`src/rtl/adam_periph_uart_autobaud.sv`:
```
// UART auto-baud calibrator: pauses the datapath, times a 0x55 sync character and
// publishes clk-cycles-per-bit. Define ADAM_UART_AUTOBAUD_SYNC_EN to synchronize rx.
module adam_periph_uart_autobaud #(
    parameter int DATA_WIDTH = 32,
    parameter int MIN_DIV    = 4,
    parameter int TIMEOUT    = 2**20
) (
    input  logic                  clk,
    input  logic                  rst,
    input  logic                  start,
    input  logic                  rx,
    output logic                  pause_req,
    input  logic                  pause_ack,
    output logic [DATA_WIDTH-1:0] baud_rate,
    output logic                  busy,
    output logic                  done,
    output logic                  error
);

    typedef enum logic [2:0] {IDLE, PAUSE, WAIT_START, MEASURE, RELEASE} state_t;

    state_t                state_q;
    logic [DATA_WIDTH-1:0] cnt_q;
    logic [DATA_WIDTH-1:0] baud_q;
    logic [1:0]            edges_q;
    logic                  rx_prev_q;
    logic                  pause_req_q;
    logic                  busy_q;
    logic                  done_q;
    logic                  error_q;

    logic                  rx_s;
    logic                  fall;
    logic [DATA_WIDTH+2:0] sum;
    logic [DATA_WIDTH-1:0] result;
    logic                  timeout_hit;

`ifdef ADAM_UART_AUTOBAUD_SYNC_EN
    logic [1:0] sync_q;
    always_ff @(posedge clk) begin
        if (!rst) sync_q <= 2'b11;
        else      sync_q <= {sync_q[0], rx};
    end
    assign rx_s = sync_q[1];
`else
    assign rx_s = rx;
`endif

    assign fall        = rx_prev_q & ~rx_s;
    // 8 bit times span the 1st..5th falling edge; add half an LSB to round.
    assign sum         = {3'b000, cnt_q} + (DATA_WIDTH+3)'(4);
    assign result      = DATA_WIDTH'(sum >> 3);
    assign timeout_hit = (cnt_q >= DATA_WIDTH'(TIMEOUT));

    always_ff @(posedge clk) begin
        if (!rst) begin
            state_q     <= IDLE;
            cnt_q       <= '0;
            baud_q      <= '0;
            edges_q     <= '0;
            rx_prev_q   <= 1'b1;
            pause_req_q <= 1'b0;
            busy_q      <= 1'b0;
            done_q      <= 1'b0;
            error_q     <= 1'b0;
        end else begin
            rx_prev_q <= rx_s;
            done_q    <= 1'b0;
            error_q   <= 1'b0;
            case (state_q)
                IDLE: begin
                    if (start) begin
                        state_q     <= PAUSE;
                        pause_req_q <= 1'b1;
                        busy_q      <= 1'b1;
                    end
                end
                PAUSE: begin
                    if (pause_ack) state_q <= WAIT_START;
                end
                WAIT_START: begin
                    if (fall) begin
                        state_q <= MEASURE;
                        cnt_q   <= DATA_WIDTH'(1);
                        edges_q <= '0;
                    end
                end
                MEASURE: begin
                    cnt_q <= cnt_q + DATA_WIDTH'(1);
                    // Timeout is checked first so it wins over a coincident edge.
                    if (timeout_hit) begin
                        error_q     <= 1'b1;
                        state_q     <= RELEASE;
                        pause_req_q <= 1'b0;
                    end else if (fall) begin
                        if (edges_q == 2'd3) begin
                            if (result >= DATA_WIDTH'(MIN_DIV)) begin
                                baud_q <= result;
                                done_q <= 1'b1;
                            end else begin
                                error_q <= 1'b1;
                            end
                            state_q     <= RELEASE;
                            pause_req_q <= 1'b0;
                        end else begin
                            edges_q <= edges_q + 2'd1;
                        end
                    end
                end
                RELEASE: begin
                    if (!pause_ack) begin
                        state_q <= IDLE;
                        busy_q  <= 1'b0;
                    end
                end
                default: begin
                    state_q     <= IDLE;
                    pause_req_q <= 1'b0;
                    busy_q      <= 1'b0;
                end
            endcase
        end
    end

    assign pause_req = pause_req_q;
    assign baud_rate = baud_q;
    assign busy      = busy_q;
    assign done      = done_q;
    assign error     = error_q;

endmodule

```
`config.mk`:
```
export PLATFORM = sky130hd
export DESIGN_NAME = adam_periph_uart_autobaud
export DESIGN_NICKNAME = d
export VERILOG_FILES = /design/src/rtl/adam_periph_uart_autobaud.sv
export SDC_FILE = /design/constraint.sdc
export NUM_CORES = 1
export LEC_CHECK = 0
export BUFFER_PORTS_ARGS = -buffer_cell sky130_fd_sc_hd__buf_2
export CORE_UTILIZATION = 45
export CTS_CLUSTER_DIAMETER = 40
export DETAILED_ROUTE_END_ITERATION = 6
export HOLD_SLACK_MARGIN = 0.06
export PLACE_DENSITY = 0.61
export SLEW_MARGIN = 20
export SYNTH_ARGS = -nofsm -noshare
export SYNTH_HDL_FRONTEND = slang
export SYNTH_SLANG_ARGS = --single-unit
export TNS_END_PERCENT = 1
```
`constraint.sdc`:
```
create_clock -name clk -period 5.5 [get_ports clk]
set_clock_uncertainty 0.2 [all_clocks]
set_input_delay 1.1 -clock clk [delete_from_list [all_inputs] [get_ports clk]]
set_output_delay 1.1 -clock clk [all_outputs]
set_load 0.05 [all_outputs]
```
Word level (Yosys, flattened, before mapping)
Index checks and enable logic that the tools add are counted.

Word-level logic and storage cells: 76. Flip-flop bits (word level): 74. Input bits: 5.

$add $sub $neg: 3. Eq/ne operators: 14. Bitwise gates (word level): 9. Reductions and logical operators: 12. Order comparisons: 2. Multiplexer cells: 27.

Operators with widths (number): $pmux 32 s2 (1); $add 32x3->33 const B (1); $add 32x1->32 const B (1); $ge 32x21->1 const B (1); $mux 32 (1); $ge 30x3->1 const B (1); $mux 3 (7); $pmux 3 s5 (1); $ne 2x2->1 const B (7); $mux 1 (10); $reduce_and 5->1 (2); $mux 2 (4); $not 1->1 (8); $eq 3x2->1 const B (2); $ne 3x3->1 const B (2); $pmux 1 s3 (2); $reduce_and 6->1 (1); $reduce_or 3->1 (2); $reduce_or 5->1 (1); $pmux 2 s2 (1); $reduce_and 2->1 (2); $reduce_and 4->1 (1); $eq 3x1->1 const B (1); $eq 3x3->1 const B (1); 6 further kinds (6).

Depth between registers and ports, before layout
Gate-level depths: netlist of the first run.

Word-level depth: 6. Gate-level depth with buffers: 12.

Worst setup path after synthesis of the first run
Ideal clock, no wire load.

Kind: reg2reg. Start: register cnt_q[2]. End: register baud_q[10], in the netlist baud_rate[10]. Setup slack: 2.203 ns. Library setup time: 0.134 ns. Stages on the path, launching flop included: 12. Required time: 5.166 ns. Data arrival time: 2.962 ns. Path through: dfxtp_1 ha_1 and3_1 buf_2 or4_1 o311a_1 or4_4 nor4_4 a31o_1 buf_4 buf_4 a211oi_1.

Longest elaborated chain between the ends: 3.

Ends and longest elaborated chain: start, declared (RTL line 23) `logic [DATA_WIDTH-1:0] cnt_q;`; start signal, assigned (RTL line 89) `cnt_q <= cnt_q + DATA_WIDTH'(1);`; $add 32x3->33 / $ge 32x21->1 (equally long branches) (RTL line 51, 53); $ge 30x3->1 / $not 1->1 (equally long branches); $reduce_and 5->1 (no line); end signal, assigned (RTL line 98) `baud_q <= result;`; end, declared (RTL line 24) `logic [DATA_WIDTH-1:0] baud_q;`.

Parallel ways exist; a longest one is shown, timed or not. A chain may end at the register's enable or synchronous reset.

Worst setup path in the final report of the first run
Start: register cnt_q[3]. End: register baud_q[1], in the netlist baud_rate[1].

Same word-level chain as after synthesis.

==> results of run 1 <==
## synth_stat cells, types with 2 or more instances
cell type	count
mux2_2	7
a31o_2	2
a31oi_1	5
buf_4	5
xnor2_1	13
or2_2	5
o21a_1	4
and4_1	6
a22oi_1	2
buf_6	2
ha_1	5
nor4_1	7
nand3_1	31
o311ai_0	4
dfxtp_1	72
nor2_1	39
nand3b_1	3
inv_1	24
o21ai_0	11
a311oi_1	16
mux2i_1	4
and3_1	21
o31ai_1	2
buf_2	12
buf_1	2
nor3_1	13
a21oi_1	26
a211oi_1	18
xor2_1	8
and2_1	9
nand2_1	46
or4_1	6
nand2b_1	5
nand4_1	20
or3_1	12
o211ai_1	6
clkbuf_1	31
## per-stage QoR
step                setup slack, ns  std cells
floorplan                      2.20        526
global route                   1.21        638
global placement               1.66        622
CTS                            1.52        638
finish                         1.49        638
detailed placement             1.52        622
## routing by layer
metal  global-route usage, %  routed length, um
met1                    30.3               4860
met2                    31.9               4430
met3                    4.29                520
met4                    10.3                232
met5                       0                  0
## area by class of cell
cell class                      count  area, um2  share of cell area [%]
Clock buffer                       10        138                    3.11
Clock inverter                      6       52.6                    1.19
Inverter                           24       90.1                    2.03
Multi-Input combinational cell    378       2370                    53.4
Sequential cell                    72       1440                    32.6
Tap cell                          108        135                    3.05
Timing Repair Buffer               40        205                    4.63
## worst register-to-register path: stages (launching register included)
cell,delay (ns)
dfxtp_1,0.47
ha_1,0.34
nand3_1,0.29
or4_1,0.54
o311a_1,0.12
or4_4,0.56
nor4_4,0.40
a31o_1,0.77
a211oi_1,0.18
## flip-flops by register name, indices dropped and copies added, names as in the netlist
signal and count:
error 1, baud_rate 30, cnt_q 32, state_q 3, pause_req 1, rx_prev_q 1
busy 1, done 1, edges_q 2
## kinds of logic after synthesis
| family | after synthesis |
|---|---|
| other cells | 1 |
| compound gates | 109 |
| simple gates | 230 |
| buf+inv | 76 |
| flops | 72 |
| fa+ha+maj | 5 |
| xor+xnor | 21 |
| mux | 11 |
## path summary, 6_finish.rpt
| kind | start | end | slack, ns | depth (start not counted) |
|---|---|---|---|---|
| worst max register to register | cnt_q[3] | baud_rate[1] | 1.49 | 8 |
| worst max-delay path | cnt_q[3] | baud_rate[1] | 1.49 | 8 |
| worst min register to register | baud_rate[8] | baud_rate[8] | 0.26 | 2 |
| worst min-delay path | baud_rate[8] | baud_rate[8] | 0.26 | 2 |
## cell usage in the layout, fill, tap and decap left out, types with 3 or more instances in the layout
master	synthesis	routed
and4_1	6	6
nand3b_1	3	3
a21oi_1	26	26
clkbuf_8	0	10
a211oi_1	18	18
nor2_1	39	39
nor3_1	13	13
o311ai_0	4	4
inv_1	24	24
nand3_1	31	31
a311oi_1	16	16
or3_1	12	12
nor4_1	7	7
or2_2	5	5
and2_1	9	9
mux2i_1	4	4
nand4_1	20	20
ha_1	5	5
nand2_1	46	46
o21a_1	4	4
buf_2	12	38
o21ai_0	11	11
xnor2_1	13	13
a31oi_1	5	5
or4_1	6	6
and3_1	21	21
o211ai_1	6	6
xor2_1	8	8
dfxtp_1	72	72
mux2_2	7	7
nand2b_1	5	5
## power by group through the flow
stage / sequential [mW] / clock (mW) / combinational, mW
after floorplan: 0.576 / 0 / 0.103
after global placement: 0.572 / 0 / 0.130
after detailed placement: 0.572 / 0 / 0.131
after CTS: 0.561 / 0.418 / 0.131
after global routing: 0.565 / 0.441 / 0.146
final: 0.561 / 0.410 / 0.131
==> metrics.yaml, run 1 <==
outcome:
  status: "finished, final reports clean"
synth:
  synth_top_area_share_pct: 34.8
  synth_top_family_by_area: "simple AND/OR/NAND/NOR gates"
  yosysTopAreaCell: "dfxtp_1"
  synth_cell_type_count: 58
  synth_edf_count: 0
  synth_flop_cell: "dfxtp_1"
  yosysWarnings: 0
  synthMuxAreaShare_pct: 2.87
  synth_compound_area_share_pct: 18.5
  yosys_register_bits: 72
  synth-simple-area-share_pct: 29.7
  synth-xor-area-share_pct: 4.45
  syn_area_mm2: 0.00414
  synth_fa_ha_area_share_pct: 1.51
  synth_area_per_cell_um2: 7.88
  synthTopCellsByArea: "dfxtp_1, nand2_1, nand3_1"
  ys_seq_area_share_pct: 34.8
  async_flop_share_pct: 0
  synthCells: 525
final_layout:
  final_layout_size_suffix_gt1_share_pct: 13.8
  area_growth_pct: 7.02
  design_area_mm2: 0.00443
  fin_util_pct: 50.3
  fin_nets: 535
  diodes: 0
  nFillCells: 882
power:
  power_density_mw_per_mm2: 249
  power_frac_comb_pct: 11.9
  clkPwrFrac_pct: 37.2
  power_switching_uw: 338
  p_total_mw: 1.10
  power.internal_uw: 763
  switching_share_pct: 30.7
  seqPwrFrac_pct: 50.9
  leakage_nw: 1.60
  ir_worst_vdd_mv: 0.215
setup_path:
  critical-path-max-stage-delay_ns: 0.77
  crit_type: "reg2reg"
  path_cells: "ha_1, nand3_1, or4_1, o311a_1, or4_4, nor4_4, a31o_1, a211oi_1"
  arrival_ns: 4.03
  worstPathRequired_ns: 5.52
  slowest_stage: "a31o_1"
  cp_max_fo: 28
  crit_path_end_kind: "flop"
  crit_family: "simple AND/OR/NAND/NOR gates"
  worst-path-buf-inv: 0
  setup.worst_path.start_class: "flop"
sta:
  hold_slack_ns: 0.258
  final-max-slew-violation-count: 0
  slew_headroom_pct: 32.7
  finalHoldViolations: 0
  max_freq_mhz: 249
  fin_crit_sh_pct: 72.9
  tns_ns: 0
  worst_pin_slew_ns: 1.01
  min_period_ns: 4.01
  rsz0062_at_grt: "false"
  setup_violations: 0
grt:
  grt_max_degree: 49
  grt_antenna_before_repair: 0
  grt_pass1_wl_um: 16800
  grtUsageTotal_pct: 21.7
  grt_overflow_total: 0
  grt_pass1_vias: 3436
place:
  hpwl_um: 6910
  gp_congestion: 0.910
  dpl_cell_area_mm2: 0.00424
  port_buffers: 38
cts:
  cts-htree-levels: 3
  cts_hold_buf: 0
  clock-sinks: 72
  cts-root-buf: "clkbuf_8"
  path_clk_slew_ns: 0.08
  cts_tree: "yes"
  post-cts-setup-buffers: 0
  clock_path_buffers: 2
  cts_buffers: 9
  cts_resized: 0
  insertion_delay_ns: 0.37
drt:
  vias_per_cell: 6.00
  num_vias: 3828
  routed_wl_um: 10100
  drtAntennaViolNets: 0
  first_pass_iters: 6
  route.detailed.drc: 0
  drtIter0Drc: 190
  wl_per_cell_um: 15.8
floorplanning:
  io_pins: 41
  dieArea_mm2: 0.00958
  placementRows: 34
  die_h_um: 97.9
  core_mm2: 0.00881
  start_util_pct: 47.0
  die-width_um: 97.9
job:
  maxCapViolCount: 0
worst_hold_path:
  hp-class: "reg2reg"
Note: power is estimated with default switching activity, not from simulation.
==> run 2, diff against run 1 <==
==> constraint.sdc (replaced) <==
create_clock -name clk -period 3.8 [get_ports clk]
set_clock_uncertainty 0.2 [all_clocks]
set_input_delay 0.76 -clock clk [delete_from_list [all_inputs] [get_ports clk]]
set_output_delay 0.76 -clock clk [all_outputs]
set_load 0.05 [all_outputs]
==> run 2 against run 1 <==
Fmax grew 15%. Sequential share of layout area shrank 0.62 points. Highest routed layer unchanged. Final cell count grew 1.9%. Final area grew 1.9%. Register-to-register slack lost 1.2 ns. Setup slack lost 1.2 ns. Count of clock-buffer cells in the layout shrank 1. Sequential cell count is the same. Utilization grew 0.98 points. First-iteration DRC count is the same. Largest cell class unchanged. Combinational power grew 51%.
==> metrics.yaml, run 2 (synthesized netlist as in run 1, its figures left out) <==
cts:
  clock_path_buffers: 2  # unchanged
  cts-root-buf: "clkbuf_8"
  cts_resized: 0  # unchanged
  cts_buffers: 9  # unchanged
  clock-sinks: 72  # unchanged
  cts_hold_buf: 0  # unchanged
  cts_tree: "yes"
  insertion_delay_ns: 0.37  # about the same
  cts-htree-levels: 3  # unchanged
  post-cts-setup-buffers: 0  # unchanged
  path_clk_slew_ns: 0.09  # about the same
place:
  port_buffers: 38  # unchanged
  dpl_cell_area_mm2: 0.00431  # +1.6%
  place_inst: 631  # +1.4%
  hpwl_um: 7290  # +5.5%
  gp_congestion: 0.929  # +2.1%
outcome:
  status: "finished, final reports clean"
final_layout:
  final_layout_size_suffix_gt1_share_pct: 15.7  # +1.9 points
  diodes: 0  # unchanged
  nFillCells: 879  # -0.34%
  fin_util_pct: 51.3  # +0.98 points
  stdcell_count: 650  # +1.9%
  area_growth_pct: 9.10
  multi_input_area_mm2: 0.00237  # unchanged
  mostFrequentLayoutCell: "dfxtp_1"
  final_cell_mix: "dfxtp_1, nand2_1, nor2_1"
  largest_reg_flops: 32  # unchanged
  largest-register: "cnt_q"
  fin_nets: 547  # +2.2%
  ff_latch_area_mm2: 0.00144  # unchanged
  design_area_mm2: 0.00451  # +1.9%
grt:
  grt_max_degree: 30  # -39%
  grt_antenna_before_repair: 0  # unchanged
  grt_overflow_total: 0  # unchanged
  grt_pass1_wl_um: 17300  # +2.6%
  grtUsageTotal_pct: 22.5  # +0.83 points
  grt_pass1_vias: 3509  # +2.1%
drt:
  drtAntennaViolNets: 0  # unchanged
  route.detailed.drc: 0  # unchanged
  first_pass_iters: 5  # -1
  drtIter0Drc: 190  # unchanged
  wl_per_cell_um: 15.9  # +1.2%
  vias_per_cell: 6.02  # +0.28%
  routed_wl_um: 10400  # +3.1%
  num_vias: 3911  # +2.2%
power:
  leakage_nw: 1.66  # +3.5%
  ir_worst_vdd_mv: 0.237  # +10%
  power_density_mw_per_mm2: 354  # +42%
floorplanning:
  dieArea_mm2: 0.00958  # unchanged
  io_pins: 41  # unchanged
  core_mm2: 0.00881  # unchanged
  die-width_um: 97.9  # unchanged
  start_util_pct: 47.0  # unchanged
  placementRows: 34  # unchanged
  die_h_um: 97.9  # unchanged
sta:
  rsz0062_at_grt: "false"
  max_freq_mhz: 286  # +15%
  fin_crit_sh_pct: 92.0  # +19 points
  final-max-slew-violation-count: 0  # unchanged
  tns_ns: 0  # unchanged
  hold_slack_ns: 0.258  # -0.000393 ns
  min_period_ns: 3.49  # -0.514 ns
  setup_violations: 0  # unchanged
  slew_headroom_pct: 40.1  # +7.4 points
  finalHoldViolations: 0  # unchanged
  worst_pin_slew_ns: 0.898  # -0.112 ns
setup_path:
  crit_type: "reg2reg"
  cp_max_fo: 28  # unchanged
  reg2reg_depth: 9  # +1
  arrival_ns: 3.50  # -0.53 ns
  slowest_stage: "or4b_1"
  crit_path_end_kind: "flop"
  path_cells: "ha_1, and3_1, nand3_1, or4b_1, a221o_1, nor2_1, a31o_1, buf_4, a211oi_1"
  critical-path-max-stage-delay_ns: 0.53  # -0.24 ns
  worstPathRequired_ns: 3.81  # -1.71 ns
  setup.worst_path.start_class: "flop"
worst_hold_path:
  hold_path_depth: 2  # unchanged
  hp-class: "reg2reg"
job:
  maxCapViolCount: 0  # unchanged
==> run 2: changes by cell type in the layout (fill, tap and decap cells not counted), sizes merged <==
cell      before  now
clkbuf        10    9
inv           26   28
clkinvlp       2    1
buf           40   52
==> run 2: stage by stage <==
step           total power, mW  worst slack [ns]
3_3_place_gp              1.02             0.313
5_1_grt                   1.68            0.0118
6_report                  1.60             0.305
4_1_cts                   1.62             0.144
2_1_floorplan            0.984             0.503
3_5_place_dp              1.03             0.163
==> run 2: where the power goes <==
| part | internal (mW) | total, mW | leakage, nW | switching (mW) |
|---|---|---|---|---|
| registers | 0.775 | 0.811 | 0.581 | 0.0364 |
| clock network | 0.250 | 0.587 | 0.0927 | 0.337 |
| logic | 0.0698 | 0.198 | 0.981 | 0.128 |
==> run 2: worst paths after layout <==
check	end	slack (ns)	start
setup / recovery	baud_rate[8]	0.31	cnt_q[3]
hold / removal	baud_rate[6]	0.26	baud_rate[6]
setup reg to reg	baud_rate[8]	0.31	cnt_q[3]
hold reg to reg	baud_rate[6]	0.26	baud_rate[6]
==> run 2: final cells by class <==
class,count,share of cell area (%)
flip-flops and latches,72,31.9
inverters,24,2.00
multi-input cells,378,52.4
well taps,108,2.99
clock inverters,7,1.39
repair buffers,52,6.54
clock buffers,9,2.74
==> run 2: worst max-delay path, delay by kind of cell (launching register included) <==
family | cells | cell delay, ns
AO/OA/AOI/OAI | 3 | 0.73
buffers and inverters | 1 | 0.26
AND/OR/NAND/NOR | 4 | 1.33
flip-flops | 1 | 0.47
adder cells (fa/ha/maj) | 1 | 0.34
==> run 2: per-layer routing <==
layer | vias up | share of wire, % | track usage (%)
met5 | - | 0 | 0
met4 | 0 | 1.3 | 7.69
met3 | 13 | 6.2 | 5.65
met2 | 134 | 45 | 35.1
met1 | 1839 | 47 | 30.2
li1 | 1925 | - | -
==> run 3, diff against run 2 <==
==> constraint.sdc (replaced) <==
create_clock -name clk -period 4.16 [get_ports clk]
set_clock_uncertainty 0.2 [all_clocks]
set_input_delay 0.832 -clock clk [delete_from_list [all_inputs] [get_ports clk]]
set_output_delay 0.832 -clock clk [all_outputs]
set_load 0.05 [all_outputs]
==> run 3 against run 2 <==
Sequential cell count is the same. Die area is the same. Final area is essentially flat. Register-to-register slack gained 0.18 ns. Setup slack gained 0.18 ns. Critical path depth is the same. Hold slack gained 0.0013 ns. Via count shrank 1.4%. Utilization is essentially flat. Total power shrank 3.2%. Routed wire length shrank 0.20%. Highest routed layer unchanged.
==> metrics.yaml, run 3 (synthesized netlist as in run 1, its figures left out) <==
cts:
  cts_hold_buf: 0  # unchanged
  path_clk_slew_ns: 0.08  # about the same
  cts_buffers: 9  # unchanged
  post-cts-setup-buffers: 0  # unchanged
  cts_resized: 0  # unchanged
  cts_tree: "yes"
  insertion_delay_ns: 0.35  # -0.02 ns
  clock-sinks: 72  # unchanged
  cts-htree-levels: 3  # unchanged
  clock_path_buffers: 2  # unchanged
  cts-root-buf: "clkbuf_8"
drt:
  drtIter0Drc: 244  # +28%
  wl_per_cell_um: 16.1  # +0.73%
  drtAntennaViolNets: 0  # unchanged
  routed_wl_um: 10300  # -0.20%
  num_vias: 3857  # -1.4%
  vias_per_cell: 5.99  # -0.46%
  route.detailed.drc: 0  # unchanged
  first_pass_iters: 4  # -1
final_layout:
  fin_nets: 541  # -1.1%
  area_growth_pct: 9.01  # about the same
  largest-register: "cnt_q"
  largest_reg_flops: 32  # unchanged
  final_layout_size_suffix_gt1_share_pct: 14.7  # -0.94 points
  mostFrequentLayoutCell: "dfxtp_1"
  diodes: 0  # unchanged
  stdcell_count: 644  # -0.92%
  final_cell_mix: "dfxtp_1, nand2_1, nor2_1"
grt:
  grt_pass1_vias: 3505  # -0.11%
  grt_max_degree: 30  # unchanged
  grt_pass1_wl_um: 17600  # +1.9%
  grt_overflow_total: 0  # unchanged
  grtUsageTotal_pct: 22.6  # +0.14 points
  grt_antenna_before_repair: 0  # unchanged
place:
  port_buffers: 38  # unchanged
  hpwl_um: 7270  # -0.31%
  gp_congestion: 0.917  # -1.3%
  place_inst: 628  # -0.48%
  place_ws_ns: 0.522  # +0.360 ns
sta:
  setup_violations: 0  # unchanged
  tns_ns: 0  # unchanged
  worst_slack_ns: 0.489  # +0.184 ns
  min_period_ns: 3.67  # +0.176 ns
  worst_pin_slew_ns: 1.04  # +0.140 ns
  max_freq_mhz: 272  # -4.8%
  rsz0062_at_grt: "false"
  final-max-slew-violation-count: 0  # unchanged
  fin_crit_sh_pct: 88.2  # -3.7 points
  slew_headroom_pct: 30.8  # -9.3 points
  finalHoldViolations: 0  # unchanged
  hold_slack_ns: 0.259  # +0.00128 ns
setup_path:
  critical-path-max-stage-delay_ns: 0.56  # +0.03 ns
  path_cells: "ha_1, nand3_1, or4_1, o311a_1, or4_4, nor4_4, a31o_1, buf_4, a211oi_1"
  cp_max_fo: 28  # unchanged
  arrival_ns: 3.66  # +0.16 ns
  setup.worst_path.start_class: "flop"
  worstPathRequired_ns: 4.15  # +0.34 ns
  crit_type: "reg2reg"
  crit_path_end_kind: "flop"
  slowest_stage: "or4_4"
power:
  power_density_mw_per_mm2: 343  # -3.1%
  p_total_mw: 1.55  # -3.2%
  ir_worst_vdd_mv: 0.281  # +19%
  leakage_nw: 1.65  # -0.30%
floorplanning:
  die-width_um: 97.9  # unchanged
  core_mm2: 0.00881  # unchanged
  dieArea_mm2: 0.00958  # unchanged
  io_pins: 41  # unchanged
  die_h_um: 97.9  # unchanged
  start_util_pct: 47.0  # unchanged
  placementRows: 34  # unchanged
job:
  maxCapViolCount: 0  # unchanged
outcome:
  status: "finished, final reports clean"
worst_hold_path:
  hp-class: "reg2reg"
-- run 3: routing by layer --
metal	global-route usage, %	wire length, um	vias to the layer above
met4	7.93	227	0
met2	33.5	4600	143
li1	-	-	1916
met5	0	0	-
met1	32.5	4930	1777
met3	4.58	584	21
-- run 3: layout make-up --
class,count,area (um2)
flip-flops and latches,72,1440
well taps,108,135
inverters,24,90.1
fillers,883,4300
clock inverters,7,104
repair buffers,46,250
multi-input cells,378,2370
clock buffers,9,124
-- run 3: critical path, delay by kind of cell (launching register included) --
kind	cells	cell delay [ns]
flops	1	0.48
fa+ha+maj	1	0.35
buf+inv	1	0.26
simple gates	4	1.76
compound gates	3	0.45
-- run 3: path summary, 6_finish.rpt --
path                 start             to  slack [ns]  depth (start not counted)
max               cnt_q[3]   baud_rate[9]        0.49                          9
min          baud_rate[11]  baud_rate[11]        0.26                          2
max reg2reg       cnt_q[3]   baud_rate[9]        0.49                          9
min reg2reg  baud_rate[11]  baud_rate[11]        0.26                          2
-- run 3: power by group --
part | leakage, nW | switching (mW) | internal [mW]
clock | 0.114 | 0.285 | 0.344
sequential | 0.581 | 0.0332 | 0.708
combinational | 0.955 | 0.114 | 0.0621
-- run 3: through the flow --
stage,utilization [%],instance area (um2)
finish,51.2,4510
global route,51.2,4510
CTS,51.2,4510
detailed placement,48.6,4280
global placement,48.6,4280
floorplan,-,4140
